### src/rtl/game_pkg.sv
// Shared phase codes and link bit positions for the two-board match logic.
package game_pkg;

   typedef logic [2:0] phase_t;

   localparam phase_t IDLE      = 3'd0;
   localparam phase_t READY     = 3'd1;
   localparam phase_t COUNTDOWN = 3'd2;
   localparam phase_t PLAY      = 3'd3;
   localparam phase_t OVER      = 3'd4;

   localparam int unsigned LINK_READY = 0;
   localparam int unsigned LINK_START = 1;

   // Phases in which the second counter and link watchdog are live.
   function automatic logic in_run(input phase_t p);
      return (p == COUNTDOWN) || (p == PLAY);
   endfunction

endpackage

### src/rtl/link_sync.sv
// Two-flop synchronizer for the 2-bit inter-board link.
module link_sync (
   input  logic       clock,
   input  logic       reset,
   input  logic [1:0] din,
   output logic [1:0] dout
);

   logic [1:0] meta_q;
   logic [1:0] sync_q;

   always_ff @(posedge clock) begin
      if (reset) begin
         meta_q <= '0;
         sync_q <= '0;
      end else begin
         meta_q <= din;
         sync_q <= meta_q;
      end
   end

   assign dout = sync_q;

endmodule

### src/rtl/match_ctrl.sv
// Two-board match sequencer: ready/start handshake, countdown, timed round and
// game-over hold with a peer-link watchdog.
module match_ctrl
   import game_pkg::*;
#(
   parameter int unsigned TICKS_PER_SEC      = 200,
   parameter int unsigned COUNTDOWN_S        = 3,
   parameter int unsigned ROUND_S            = 120,
   parameter int unsigned LINK_TIMEOUT_TICKS = 40
) (
   input  logic       clock,
   input  logic       reset,
   input  logic       tick_5ms,
   input  logic       code_ok,
   input  logic       player_sel,
   input  logic       btn,
   input  logic [1:0] link_in,
   output logic [1:0] link_out,
   output logic [2:0] phase,
   output logic       player,
   output logic [7:0] secs_left,
   output logic       go,
   output logic       time_up,
   output logic       aborted
);

   localparam int unsigned SUB_W = (TICKS_PER_SEC > 1) ? $clog2(TICKS_PER_SEC) : 1;
   localparam int unsigned WD_W  = $clog2(LINK_TIMEOUT_TICKS + 1);

   localparam logic [SUB_W-1:0] SUB_LAST = SUB_W'(TICKS_PER_SEC - 1);
   localparam logic [WD_W-1:0]  WD_LAST  = WD_W'(LINK_TIMEOUT_TICKS - 1);
   localparam logic [7:0]       CD_INIT  = 8'(COUNTDOWN_S);
   localparam logic [7:0]       RS_INIT  = 8'(ROUND_S);

   phase_t           state_q, state_d;
   logic             player_q;
   logic             start_q;
   logic             go_q;
   logic             time_up_q;
   logic             aborted_q;
   logic [7:0]       secs_q;
   logic [SUB_W-1:0] sub_q;
   logic [WD_W-1:0]  wd_q, wd_d;

   logic [1:0] link_sync_out;
   logic       peer_ready;
   logic       peer_start;
   logic       running;
   logic       sec_done;
   logic       last_sec;
   logic       wd_trip;
   logic       abort_now;

   link_sync u_link_sync (
      .clock (clock),
      .reset (reset),
      .din   (link_in),
      .dout  (link_sync_out)
   );

   assign peer_ready = link_sync_out[LINK_READY];
   assign peer_start = link_sync_out[LINK_START];

   assign running   = in_run(state_q);
   assign sec_done  = running && tick_5ms && (sub_q == SUB_LAST);
   assign last_sec  = sec_done && (secs_q == 8'd1);
   assign wd_trip   = running && tick_5ms && !peer_ready && (wd_q == WD_LAST);
   // Round expiry outranks a coincident watchdog trip; in COUNTDOWN the trip wins.
   assign abort_now = wd_trip && !((state_q == PLAY) && last_sec);

   always_ff @(posedge clock) begin
      if (reset) begin
         state_q <= IDLE;
      end else begin
         state_q <= state_d;
      end
   end

   always_comb begin
      state_d = state_q;
      case (state_q)
         IDLE: begin
            if (code_ok) state_d = READY;
         end
         READY: begin
            if (!code_ok) begin
               state_d = IDLE;
            end else if (player_q ? peer_start : (btn && peer_ready)) begin
               state_d = COUNTDOWN;
            end
         end
         COUNTDOWN: begin
            if (wd_trip) begin
               state_d = OVER;
            end else if (last_sec) begin
               state_d = PLAY;
            end
         end
         PLAY: begin
            if (last_sec || wd_trip) state_d = OVER;
         end
         OVER: begin
            if (btn) state_d = IDLE;
         end
         default: state_d = IDLE;
      endcase
   end

   always_comb begin
      link_out             = '0;
      link_out[LINK_READY] = (state_q == READY) || running;
      link_out[LINK_START] = start_q;
      phase                = state_q;
      player               = player_q;
      secs_left            = secs_q;
      go                   = go_q;
      time_up              = time_up_q;
      aborted              = aborted_q;
   end

   always_ff @(posedge clock) begin
      if (reset) begin
         player_q  <= 1'b0;
         start_q   <= 1'b0;
         go_q      <= 1'b0;
         time_up_q <= 1'b0;
         aborted_q <= 1'b0;
      end else begin
         go_q      <= (state_q == COUNTDOWN) && (state_d == PLAY);
         time_up_q <= (state_q == PLAY) && last_sec;
         aborted_q <= (state_d == OVER) && ((state_q == OVER) ? aborted_q : abort_now);
         if ((state_q == IDLE) && (state_d == READY)) begin
            player_q <= player_sel;
         end
         if ((state_q == READY) && (state_d == COUNTDOWN)) begin
            start_q <= !player_q;
         end else if (!in_run(state_d)) begin
            start_q <= 1'b0;
         end
      end
   end

   always_comb begin
      wd_d = wd_q;
      if (peer_ready) begin
         wd_d = '0;
      end else if (tick_5ms) begin
         wd_d = wd_q + 1'b1;
      end
   end

   always_ff @(posedge clock) begin
      if (reset) begin
         secs_q <= '0;
         sub_q  <= '0;
         wd_q   <= '0;
      end else if ((state_q == READY) && (state_d == COUNTDOWN)) begin
         secs_q <= CD_INIT;
         sub_q  <= '0;
         wd_q   <= '0;
      end else if ((state_q == COUNTDOWN) && (state_d == PLAY)) begin
         secs_q <= RS_INIT;
         sub_q  <= '0;
         wd_q   <= wd_d;
      end else if (in_run(state_d)) begin
         if (tick_5ms) begin
            sub_q <= sec_done ? '0 : sub_q + 1'b1;
         end
         if (sec_done) begin
            secs_q <= secs_q - 8'd1;
         end
         wd_q <= wd_d;
      end else begin
         secs_q <= '0;
         sub_q  <= '0;
         wd_q   <= '0;
      end
   end

endmodule
### config.mk
export PLATFORM = sky130hd
export DESIGN_NAME = match_ctrl
export DESIGN_NICKNAME = d
export VERILOG_FILES = /design/src/rtl/game_pkg.sv /design/src/rtl/link_sync.sv /design/src/rtl/match_ctrl.sv
export SDC_FILE = /design/constraint.sdc
export NUM_CORES = 1
export LEC_CHECK = 0
export BUFFER_PORTS_ARGS = -buffer_cell sky130_fd_sc_hd__buf_2
export CAP_MARGIN = 10
export CELL_PAD_IN_SITES_DETAIL_PLACEMENT = 0
export CELL_PAD_IN_SITES_GLOBAL_PLACEMENT = 2
export CORE_ASPECT_RATIO = 2
export CORE_UTILIZATION = 36
export DETAILED_ROUTE_END_ITERATION = 8
export GPL_TIMING_DRIVEN = 0
export PLACE_DENSITY = 0.85
export SYNTH_ARGS = -nofsm -noshare
export SYNTH_HDL_FRONTEND = slang
export SYNTH_HIERARCHICAL = 1
export SYNTH_SLANG_ARGS = --single-unit
### constraint.sdc
create_clock -name clock -period 3.2 [get_ports clock]
set_input_delay 0.32 -clock clock [delete_from_list [all_inputs] [get_ports clock]]
set_output_delay 0.32 -clock clock [all_outputs]
set_load 0.02 [all_outputs]
==> out/metrics.cfg <==
[outcome]
status = complete, no violations

[sta]
slew_headroom_pct = 61.1
tns_ns = 0
slew_violations = 0
worst_pin_slew_ns = 0.576
finalClockSkew_ns = 0.00694
rsz0062_at_grt = false
fin_crit_sh_pct = 66.7
period_minus_slack_ns = 2.13
fmax_mhz = 469
hold_viol = 0
setup_viol = 0
fin_ws_ns = 1.07

[setup_path]
crit_slowest_cell = o21ai_1
reg2regPathDepth = 5
slowest_delay_ns = 0.49
timing.rr.end = start_q
crit_chain = or3_1 > buf_2 > or3_4 > o21ai_1 > a221oi_1
end_kind = register
path_buf_inv = 1
critical_path_arrival_ns = 2.27
path_max_fanout = 7
path_class = register to register
critPathLaunchType = register
cp_num_cells = 5
critical_path_required_ns = 3.34
critPathLaunch = sub_q[3]
crit_end = start_q
cp_top_family = simple AND/OR/NAND/NOR gates
reg2reg_from = sub_q[3]
reg2reg_slack_ns = 1.07

[clock_network]
cts.sinks = 34
clock_latency_ns = 0.29
cts_tree = built
clockRootBuffer = clkbuf_8
cts_buffer_depth = 2
hold_buffers = 0
cts_resized = 0
cts_setup_buffers = 0
cts.reportedPaths.clkPinSlew_ns = 0.07
cts_max_level = 2
cts_buffers = 5

[route]
num_vias = 1406
postRouteAntennaNets = 0
viasPerCell = 5.29
drtPass1Iterations = 4
avgRoutedWirePerCell_um = 14.1
wl_um = 3760
drc_errors = 0
drtIter0Drc = 21

[finish]
nets = 223
drive_gt1_share_pct = 19.3
ff_latch_area_um2 = 681
multi_input_area_um2 = 881
diodes = 0
nFillCells = 446
syn_to_final_growth_pct = 18.5

[logic_synthesis]
synthArstFlopShare_pct = 0
synth_area_leaders = dfxtp_1, nor2_1, xnor2_1, xor2_1, a21oi_1
synthFlopType = dfxtp_1
synth_seq_cells = 34
synth_nets = 192
syn_avg_cell_area_um2 = 8.90
syn_inst = 180
ys_warn_count = 6
seq_area_frac_synth_pct = 42.5
yosysTopAreaCell = dfxtp_1
syn-cell-area_mm2 = 0.00160
synth_edf_count = 0
yosysTopAreaCellShare_pct = 42.5
ys_types = 44

[die]
die_w_um = 49.2
pin_count = 25
fp-row-count = 34
start_util_pct = 37.3
coreArea_mm2 = 0.00430
chipHeight_um = 96.3
die_area_mm2 = 0.00474

[global_route]
grt_remaining_overflow = 0
antenna_found_initial = 0
grt_pass1_vias = 1397
grt_max_degree = 12
grt_pass1_wl_um = 6300
grt_usage_pct = 17.7

[run]
max_cap_violations = 0

[placed_design]
place_worst_setup_slack_ns = 1.03
hpwl_um = 2870
port_buffers = 24
place.gp.congestion = 0.787

[power]
p_per_area_mw_per_mm2 = 450
leakagePower_uw = 0.000727
vdd_drop_max_v = 0.000290

[min_path]
holdCritPathClass = input port to register

-- metal layers --
metal,vias up,track usage [%],routed length [um]
li1,715,-,-
met1,662,18.5,1550
met2,22,32.4,2040
met3,7,3.16,97
met4,0,10.0,74
met5,-,0,0
-- worst min path at each step --
| stage | depth (start not counted) | startpoint | slack [ns] | end |
|---|---|---|---|---|
| 2_1_floorplan | 1 | reset | 0.39 | u_link_sync/dout[0] |
| 3_3_place_gp | 1 | u_link_sync/meta_q[0] | 0.43 | u_link_sync/dout[0] |
| 5_1_grt | 2 | link_in[0] | 0.24 | u_link_sync/meta_q[0] |
| 4_1_cts | 2 | link_in[0] | 0.24 | u_link_sync/meta_q[0] |
| 3_5_place_dp | 1 | u_link_sync/meta_q[1] | 0.43 | u_link_sync/dout[1] |
| 6_report | 2 | link_in[0] | 0.24 | u_link_sync/meta_q[0] |
-- state kept, by name, indices dropped and copies added, names as in the netlist --
register            flops
u_link_sync/meta_q      2
secs_left               8
player                  1
go                      1
wd_q                    6
time_up                 1
phase                   3
u_link_sync/dout        2
start_q                 1
sub_q                   8
aborted                 1
-- metrics by stage --
stage	hold slack, ns	instance area, um2	util [%]	total power, uW	cells
finish	0.242	1900	44.2	854	266
global route	0.240	1900	44.2	882	266
CTS	0.240	1900	44.2	860	266
detailed placement	0.430	1790	41.6	472	258
global placement	0.426	1790	41.6	471	258
floorplan	0.392	1600	-	458	180
-- power by group --
part | switching [uW] | internal, uW
sequential | 3.73 | 427
combinational | 18.3 | 12.8
clock | 163 | 229
total | 185 | 669
-- cells in the final DEF, fill, tap and decap left out, drive strengths merged, types with 2 or more instances in the layout --
cell type and n:
xor2 7, nor2 20, nand4 6, or3 4, or2 3, and3 2, inv 5, nor2b 5
nand3 6, a21o 2, buf 27, o21ai 6, mux2i 3, nor4 5, a21oi 12, ha 4
a311o 2, xnor2 8, nand2b 4, or4 5, nand4b 2, nand3b 2, clkbuf 6, nand2 12
clkinv 2, nor4b 2, dfxtp 34, nor3 4
-- layout make-up --
class	instances	area share [%]
Multi-Input combinational cell	137	46.4
Buffer	4	1.12
Inverter	5	0.989
Timing Repair Buffer	24	6.33
Clock buffer	5	3.63
Clock inverter	3	2.11
Tap cell	54	3.56
Sequential cell	34	35.9
-- worst reg2reg max path, cell delays in order, from the launching register on --
cell and delay, ns:
dfxtp_1 0.36, or3_1 0.38, buf_2 0.16, or3_4 0.40
o21ai_1 0.49, a221oi_1 0.19
-- cells in the mapped netlist, types with 3 or more instances --
cell type   n
a21oi_1    12
dfxtp_1    34
ha_1        4
inv_1       5
mux2i_1     3
nand2_1    12
nand2b_1    4
nand3_1     6
nand4_1     6
nor2_1     20
nor2b_1     5
nor3_1      4
nor4_1      5
o21ai_0     4
or3_1       3
or4_1       4
xnor2_1     8
xor2_1      7
-- cells by family after synthesis --
logic type      after synthesis  share of synthesized area (%)
fa+ha+maj                     4                           3.13
compound gates               30                           11.9
simple gates                 85                           29.9
xor+xnor                     15                           8.20
flops                        34                           42.5
buf+inv                       9                           2.50
mux                           3                           1.88
No activity file was read; power rests on OpenSTA's default activity.
